==> src/rtl/qar_i2c_pkg.sv <==
// Shared constants for the I2C controller and its pad-side line conditioner.
// Holds default filter/idle widths and the idle (released) bus level.
// No logic; imported by qar_i2c, qar_i2c_line_filter and qar_i2c_glitch_filter.
package qar_i2c_pkg;

  localparam int FILT_W_DEF      = 4;
  localparam int IDLE_W_DEF      = 10;
  localparam int IDLE_CYCLES_DEF = 1000;

  // Open-drain bus floats high when nobody drives it.
  localparam logic LINE_IDLE = 1'b1;

endpackage

==> src/rtl/qar_i2c_glitch_filter.sv <==
// Purpose: synchronise one raw I2C pad line and reject glitches of up to filt_cycles cycles.
// Latency: SYNC_STAGES + filt_cycles + 1 cycles from pad edge to f.
// Backpressure: none; free-running, output is a level.
module qar_i2c_glitch_filter
  import qar_i2c_pkg::*;
#(
  parameter int SYNC_STAGES = 2,
  parameter int FILT_W      = FILT_W_DEF
) (
  input  logic              clk,
  input  logic              rst,
  input  logic              en,
  input  logic [FILT_W-1:0] filt_cycles,
  input  logic              pad,
  output logic              f
);

  logic [SYNC_STAGES-1:0] sync_q;
  logic [FILT_W-1:0]      cnt;
  logic                   sync_x;

  assign sync_x = sync_q[SYNC_STAGES-1];

  // Synchroniser chain; keeps running even while the block is disabled.
  always_ff @(posedge clk or posedge rst) begin
    if (rst) begin
      sync_q <= {SYNC_STAGES{LINE_IDLE}};
    end else begin
      sync_q <= {sync_q[SYNC_STAGES-2:0], pad};
    end
  end

  // Accept a new level only after it has differed from f for more than filt_cycles cycles.
  // The >= compare lets a lowered threshold take effect mid-count and keeps cnt from wrapping.
  always_ff @(posedge clk or posedge rst) begin
    if (rst) begin
      f   <= LINE_IDLE;
      cnt <= '0;
    end else if (!en) begin
      f   <= LINE_IDLE;
      cnt <= '0;
    end else if (sync_x == f) begin
      cnt <= '0;
    end else if (cnt >= filt_cycles) begin
      f   <= sync_x;
      cnt <= '0;
    end else begin
      cnt <= cnt + FILT_W'(1);
    end
  end

endmodule

==> src/rtl/qar_i2c_line_filter.sv <==
// Purpose: filtered SCL/SDA plus SCL edge, START/rSTART/STOP, bus-busy and arbitration-lost flags.
// Latency: pulses are combinational from the filtered levels; bus_busy follows one cycle later.
// Backpressure: none; pulses are single-cycle and must be consumed when asserted.
module qar_i2c_line_filter
  import qar_i2c_pkg::*;
#(
  parameter int SYNC_STAGES = 2,
  parameter int FILT_W      = FILT_W_DEF,
  parameter int IDLE_W      = IDLE_W_DEF,
  parameter int IDLE_CYCLES = IDLE_CYCLES_DEF
) (
  input  logic              clk,
  input  logic              rst,
  input  logic              en,
  input  logic [FILT_W-1:0] filt_cycles,
  input  logic              scl_pad,
  input  logic              sda_pad,
  input  logic              sda_drive_low,
  output logic              scl_f,
  output logic              sda_f,
  output logic              scl_rise,
  output logic              scl_fall,
  output logic              start_det,
  output logic              rstart_det,
  output logic              stop_det,
  output logic              bus_busy,
  output logic              arb_lost
);

  logic              scl_d;
  logic              sda_d;
  logic [IDLE_W-1:0] idle_cnt;
  logic              start_cond;
  logic              stop_cond;
  logic              idle_cond;
  logic              idle_hit;

  qar_i2c_glitch_filter #(
    .SYNC_STAGES (SYNC_STAGES),
    .FILT_W      (FILT_W)
  ) u_scl_filt (
    .clk         (clk),
    .rst         (rst),
    .en          (en),
    .filt_cycles (filt_cycles),
    .pad         (scl_pad),
    .f           (scl_f)
  );

  qar_i2c_glitch_filter #(
    .SYNC_STAGES (SYNC_STAGES),
    .FILT_W      (FILT_W)
  ) u_sda_filt (
    .clk         (clk),
    .rst         (rst),
    .en          (en),
    .filt_cycles (filt_cycles),
    .pad         (sda_pad),
    .f           (sda_f)
  );

  // Previous-cycle filtered levels; held idle while disabled so re-enable starts clean.
  always_ff @(posedge clk or posedge rst) begin
    if (rst) begin
      scl_d <= LINE_IDLE;
      sda_d <= LINE_IDLE;
    end else if (!en) begin
      scl_d <= LINE_IDLE;
      sda_d <= LINE_IDLE;
    end else begin
      scl_d <= scl_f;
      sda_d <= sda_f;
    end
  end

  // SCL must be high in both cycles, so a simultaneous SCL/SDA change is neither START nor STOP.
  assign start_cond = en & scl_f & scl_d & sda_d & ~sda_f;
  assign stop_cond  = en & scl_f & scl_d & ~sda_d & sda_f;

  assign scl_rise   = en & scl_f & ~scl_d;
  assign scl_fall   = en & ~scl_f & scl_d;
  assign start_det  = start_cond & ~bus_busy;
  assign rstart_det = start_cond & bus_busy;
  assign stop_det   = stop_cond;
  // We released SDA but the line reads low at the sampling edge: another master won.
  assign arb_lost   = scl_rise & bus_busy & ~sda_drive_low & ~sda_f;

  assign idle_cond  = scl_f & sda_f & bus_busy;
  assign idle_hit   = idle_cond & (idle_cnt == IDLE_W'(IDLE_CYCLES - 1));

  // Bus ownership tracking with an idle timeout for a master that vanished without a STOP.
  always_ff @(posedge clk or posedge rst) begin
    if (rst) begin
      bus_busy <= 1'b0;
      idle_cnt <= '0;
    end else if (!en) begin
      bus_busy <= 1'b0;
      idle_cnt <= '0;
    end else begin
      if (start_cond) begin
        bus_busy <= 1'b1;
      end else if (stop_cond || idle_hit) begin
        bus_busy <= 1'b0;
      end
      if (idle_cond && !idle_hit) begin
        idle_cnt <= idle_cnt + IDLE_W'(1);
      end else begin
        idle_cnt <= '0;
      end
    end
  end

endmodule
==> config.mk <==
export PLATFORM = sky130hd
export DESIGN_NAME = qar_i2c_line_filter
export DESIGN_NICKNAME = d
export VERILOG_FILES = /design/src/rtl/qar_i2c_pkg.sv /design/src/rtl/qar_i2c_glitch_filter.sv /design/src/rtl/qar_i2c_line_filter.sv
export SDC_FILE = /design/constraint.sdc
export NUM_CORES = 1
export LEC_CHECK = 0
export CAP_MARGIN = 20
export CORE_ASPECT_RATIO = 1.75
export CORE_UTILIZATION = 30
export DETAILED_ROUTE_END_ITERATION = 10
export GPL_TIMING_DRIVEN = 0
export PLACE_DENSITY_LB_ADDON = 0.05
export SYNTH_ARGS = -nofsm -noshare
export SYNTH_HDL_FRONTEND = slang
export SYNTH_SLANG_ARGS = --single-unit
export TNS_END_PERCENT = 100
==> constraint.sdc <==
create_clock -name clk -period 3.4 [get_ports clk]
set_input_delay 0.68 -clock clk [delete_from_list [all_inputs] [get_ports clk]]
set_output_delay 0.68 -clock clk [all_outputs]
set_load 0.02 [all_outputs]
======== Word level (Yosys, flattened, before mapping) ========
Cells that the tools add are included.
W data, S select, Z words.
word-level totals
  register bits ........................... 27
  output and inout port bits .............. 9
operators by class
  add/subtract/negate cells ............... 3
  magnitude comparators ................... 2
  eq/ne operators ......................... 8
  muxes and demuxes ....................... 19
  bitwise operators ....................... 23
  reductions and logical operators ........ 5
operator list
  cell                     count
  $mux W4                  6
  $mux W10                 2
  $and A1 B1 Y1            17
  $mux W1                  11
  $add A10 B1 Y10 const B  1
  $eq A10 B10 Y1 const B   1
  $add A4 B1 Y4 const B    2
  $ge A4 B4 Y1             2
  $not A1 Y1               6
  $ne A2 B1 Y1 const B     2
  $ne A2 B2 Y1 const B     2
  $reduce_and A2 Y1        2
  $ne A3 B1 Y1 const B     1
  $eq A1 B1 Y1             2
  $logic_and A1 B1 Y1      1
  $logic_not A1 Y1         1
  $logic_or A1 B1 Y1       1

======== Depth between registers and ports, before layout ========
  word-level depth ........................ 8
  gate-level depth with buffers ........... 6

======== By module ========
From an unflattened synthesis, not the netlist that was laid out.
second synthesis, totals
  cells, all modules ...................... 146
  area total of the unflattened synthesis .. 1470.2 µm²
modules (own cells, without submodules)
  module                 instances  cells an instance  area an instance (µm²)
  qar_i2c_glitch_filter  2          34                 374.1
  qar_i2c_line_filter    1          78                 721.9

======== Least setup slack after synthesis ========
No wires, ideal clock.
  kind .................................... input to output
  from .................................... in en
  to ...................................... out arb_lost
  data arrival time ....................... 1.561 ns
  path slack .............................. 1.159 ns
  stages on the path ...................... 4
  path buffers ............................ 0
  cells stage by stage .................... inv_1 -> nor2_1 -> inv_1 -> nor4_1
on the way
  word-level cells in the longest chain between the ends .. 5
ends and longest elaborated chain
  element                      RTL line                   source
  start: declaration           qar_i2c_line_filter.sv:14  input logic en,
  $and A1 B1 Y1 (2 in series)  qar_i2c_line_filter.sv:80  assign scl_rise = en & scl_f & ~scl_d;
  $and A1 B1 Y1 (3 in series)  qar_i2c_line_filter.sv:86  assign arb_lost = scl_rise & bus_busy & ~sda_drive_low & ~sda_f;
  end: declaration             qar_i2c_line_filter.sv:27  output logic arb_lost
No other way between the ends.

======== Worst setup path in the final report ========
Ends and elaborated chain as after synthesis.

==> qor.yml <==
final-setup-viol-count: 0
via_per_inst: 4.96
cts_max_path_buffers: 2
final_cells: 210
grt_pass1_vias: 1094
numCtsBuffers: 3
layout.nets: 181
post-route-util: 0.387
synthesis.nets: 157
hold_path_class: "reg2reg"
finalHoldViolations: 0
ir_worst_vdd_v: 0.000159
synth_top_flop_cell: "dfrtp_1"
area_growth_pct: 23.4
fill_cells: 457
synthCells: 136
synthAdderAreaFrac: 0.0988
root_buffer: "clkbuf_8"
drt_iter0_markers: 9
synthSimpleGateAreaFrac: 0.183
grt_pass1_wl_microns: 4820
fin_crit_sh: 0.947
synth_top_family_by_area: "simple AND/OR/NAND/NOR gates"
synth.area.mux_share: 0
gp_congestion: 0.743
dpl.hpwl_microns: 2260
yosysWarningCount: 0
dp.cells: 205
drv_cap: 0
p_per_area_mw_per_mm2: 339
cp_max_fo: 6
htreeDepth: 1
wl_per_cell_microns: 13.7
drive_above_1_share: 0.126
worst_pin_slew_ps: 397
period_needed_ps: 3220
max-slew-margin-rel: 0.735
antenna_left: 0
row_count: 32
hold_depth: 0
grt_max_degree: 28
dieArea_sq_mm: 0.00493
num_io_pins: 19
antenna_cells: 0
vias: 1042
skew_ps: 3.84
track_usage: 0.134
ys_seq_area_frac: 0.492
fp.dieH_microns: 92.1
synthXorXnorAreaFrac: 0.0629
async_reset_ff_frac: 1.00
final-max-slew-violation-count: 0
core-area_sq_mm: 0.00444
rsz0062_at_grt: "no"
start_util: 0.313
ys_ff_latch: 27
rr_worst_depth: 6
drc_errors: 0
synth_compound_area_frac: 0.121
finalSetupTns_ps: 0
dr.pass1.iters: 3
die_w_microns: 53.5
ys_types: 29
cts.clk_slew.worst_paths_ps: 90
holdWs_ps: 362
status: "finished clean"
crit_type: "in2out"
grt-ovfl-total: 0
clock.fmax_ghz: 0.311
postCtsHoldBufs: 0
crit_arrival_ps: 2540
cts_tree: "built"
crit_required_ps: 2720
synth_edf_count: 0
clk_latency_ps: 270
wirelength_microns: 2880
p_leak_nw: 0.745
syn-cell-area_sq_mm: 0.00139
cts.sinks: 27
syn_avg_cell_area_sq_um: 10.2
antenna_found_initial: 0
cp-end-kind: "primary output"
start_kind: "input pin"
io_buffers: 18
sequential cells by signal (all words and copies together), names as in the netlist:
name	count
idle_cnt	10
bus_busy	1
sda_d	1
u_sda_filt.f	1
u_scl_filt.f	1
u_sda_filt.cnt	4
u_scl_filt.sync_q	2
u_scl_filt.cnt	4
u_sda_filt.sync_q	2
scl_d	1
critical path: stages:
cell	delay, ps
clkdlybuf4s50_1	590
inv_1	170
nor2_2	200
inv_1	90
nor4_1	170
clkdlybuf4s50_1	650
final timing paths:
| kind | from | endpoint | slack (ps) |
|---|---|---|---|
| min | u_sda_filt.sync_q[0] | u_sda_filt.sync_q[1] | 360 |
| max | en | arb_lost | 180 |
| max reg2reg | u_sda_filt.cnt[0] | u_sda_filt.cnt[3] | 1620 |
| min in group asynchronous | rst | u_sda_filt.cnt[0] | 620 |
| min reg2reg | u_sda_filt.sync_q[0] | u_sda_filt.sync_q[1] | 360 |
| max in group asynchronous | rst | u_scl_filt.f | 2310 |
logic make-up (layout without fill, tap and decap cells):
logic type               Yosys count  count (layout)
adder cells (fa/ha/maj)           11              11
flip-flops                        27              27
AND/OR/NAND/NOR                   52              52
AO/OA/AOI/OAI                     21              21
XOR/XNOR                          10              10
buffers and inverters             15              38
per-layer routing:
layer / vias to the layer above / track usage / wire, microns
met1: 505 / 0.137 / 1120
met5: - / 0 / 0
met2: 10 / 0.248 / 1640
li1: 523 / - / -
met3: 4 / 0.0149 / 60
met4: 0 / 0.0702 / 62
through the flow:
| step | setup slack, ps | cell area, sq um | power [mW] |
|---|---|---|---|
| 6_report | 180 | 1720 | 0.583 |
| 5_1_grt | 12.8 | 1720 | 0.623 |
| 4_1_cts | 75.1 | 1680 | 0.594 |
| 3_5_place_dp | 76.6 | 1640 | 0.411 |
| 3_3_place_gp | 89.2 | 1640 | 0.409 |
| 2_1_floorplan | 1160 | 1390 | 0.383 |
Yosys cell counts (2+ instances only):
cell type | number | area [sq um]
a2111oi_2 | 2 | 30.0
a21oi_1 | 3 | 15.0
a31oi_1 | 3 | 18.8
dfrtp_1 | 19 | 475
dfstp_2 | 8 | 210
ha_1 | 11 | 138
inv_1 | 14 | 52.6
nand2_1 | 6 | 22.5
nand2b_1 | 4 | 25.0
nand3_1 | 7 | 35.0
nand4_1 | 4 | 25.0
nor2_1 | 21 | 78.8
nor3_1 | 2 | 10.0
nor4_1 | 3 | 18.8
o211ai_1 | 4 | 30.0
o21a_1 | 2 | 15.0
o41a_1 | 2 | 22.5
or3_1 | 2 | 12.5
xnor2_1 | 3 | 26.3
xor2_1 | 7 | 61.3
layout make-up:
cell class,instances,area (sq um),share of cell area
plain buffers,1,5.00,0.00291
clock buffers,3,41.3,0.0240
clock inverters,1,5.00,0.00291
inverters,14,52.6,0.0306
multi-input cells,94,652,0.379
flip-flops and latches,27,686,0.399
well taps,51,63.8,0.0371
repair buffers,19,213,0.124
power by group:
group	switching [mW]	internal, mW	leakage [nW]
clock network	0.0942	0.0819	0.0255
registers	0.00810	0.332	0.348
logic	0.0337	0.0327	0.372
total	0.136	0.447	0.745
cells in the final DEF, fill, tap and decap left out, types with 4 or more instances in the layout:
master	count
dfstp_2	8
nand2_1	6
inv_1	14
o211ai_1	4
nor2_1	20
dfrtp_1	19
nand4_1	4
ha_1	11
clkdlybuf4s50_1	16
nand2b_1	4
nand3_1	7
xor2_1	7
what timing repair did:
item,CTS,global route
setup buffers,0,0
resized for setup,0,3
endpoints found under the setup margin,0,3
Note: power is estimated with default switching activity, not from simulation.
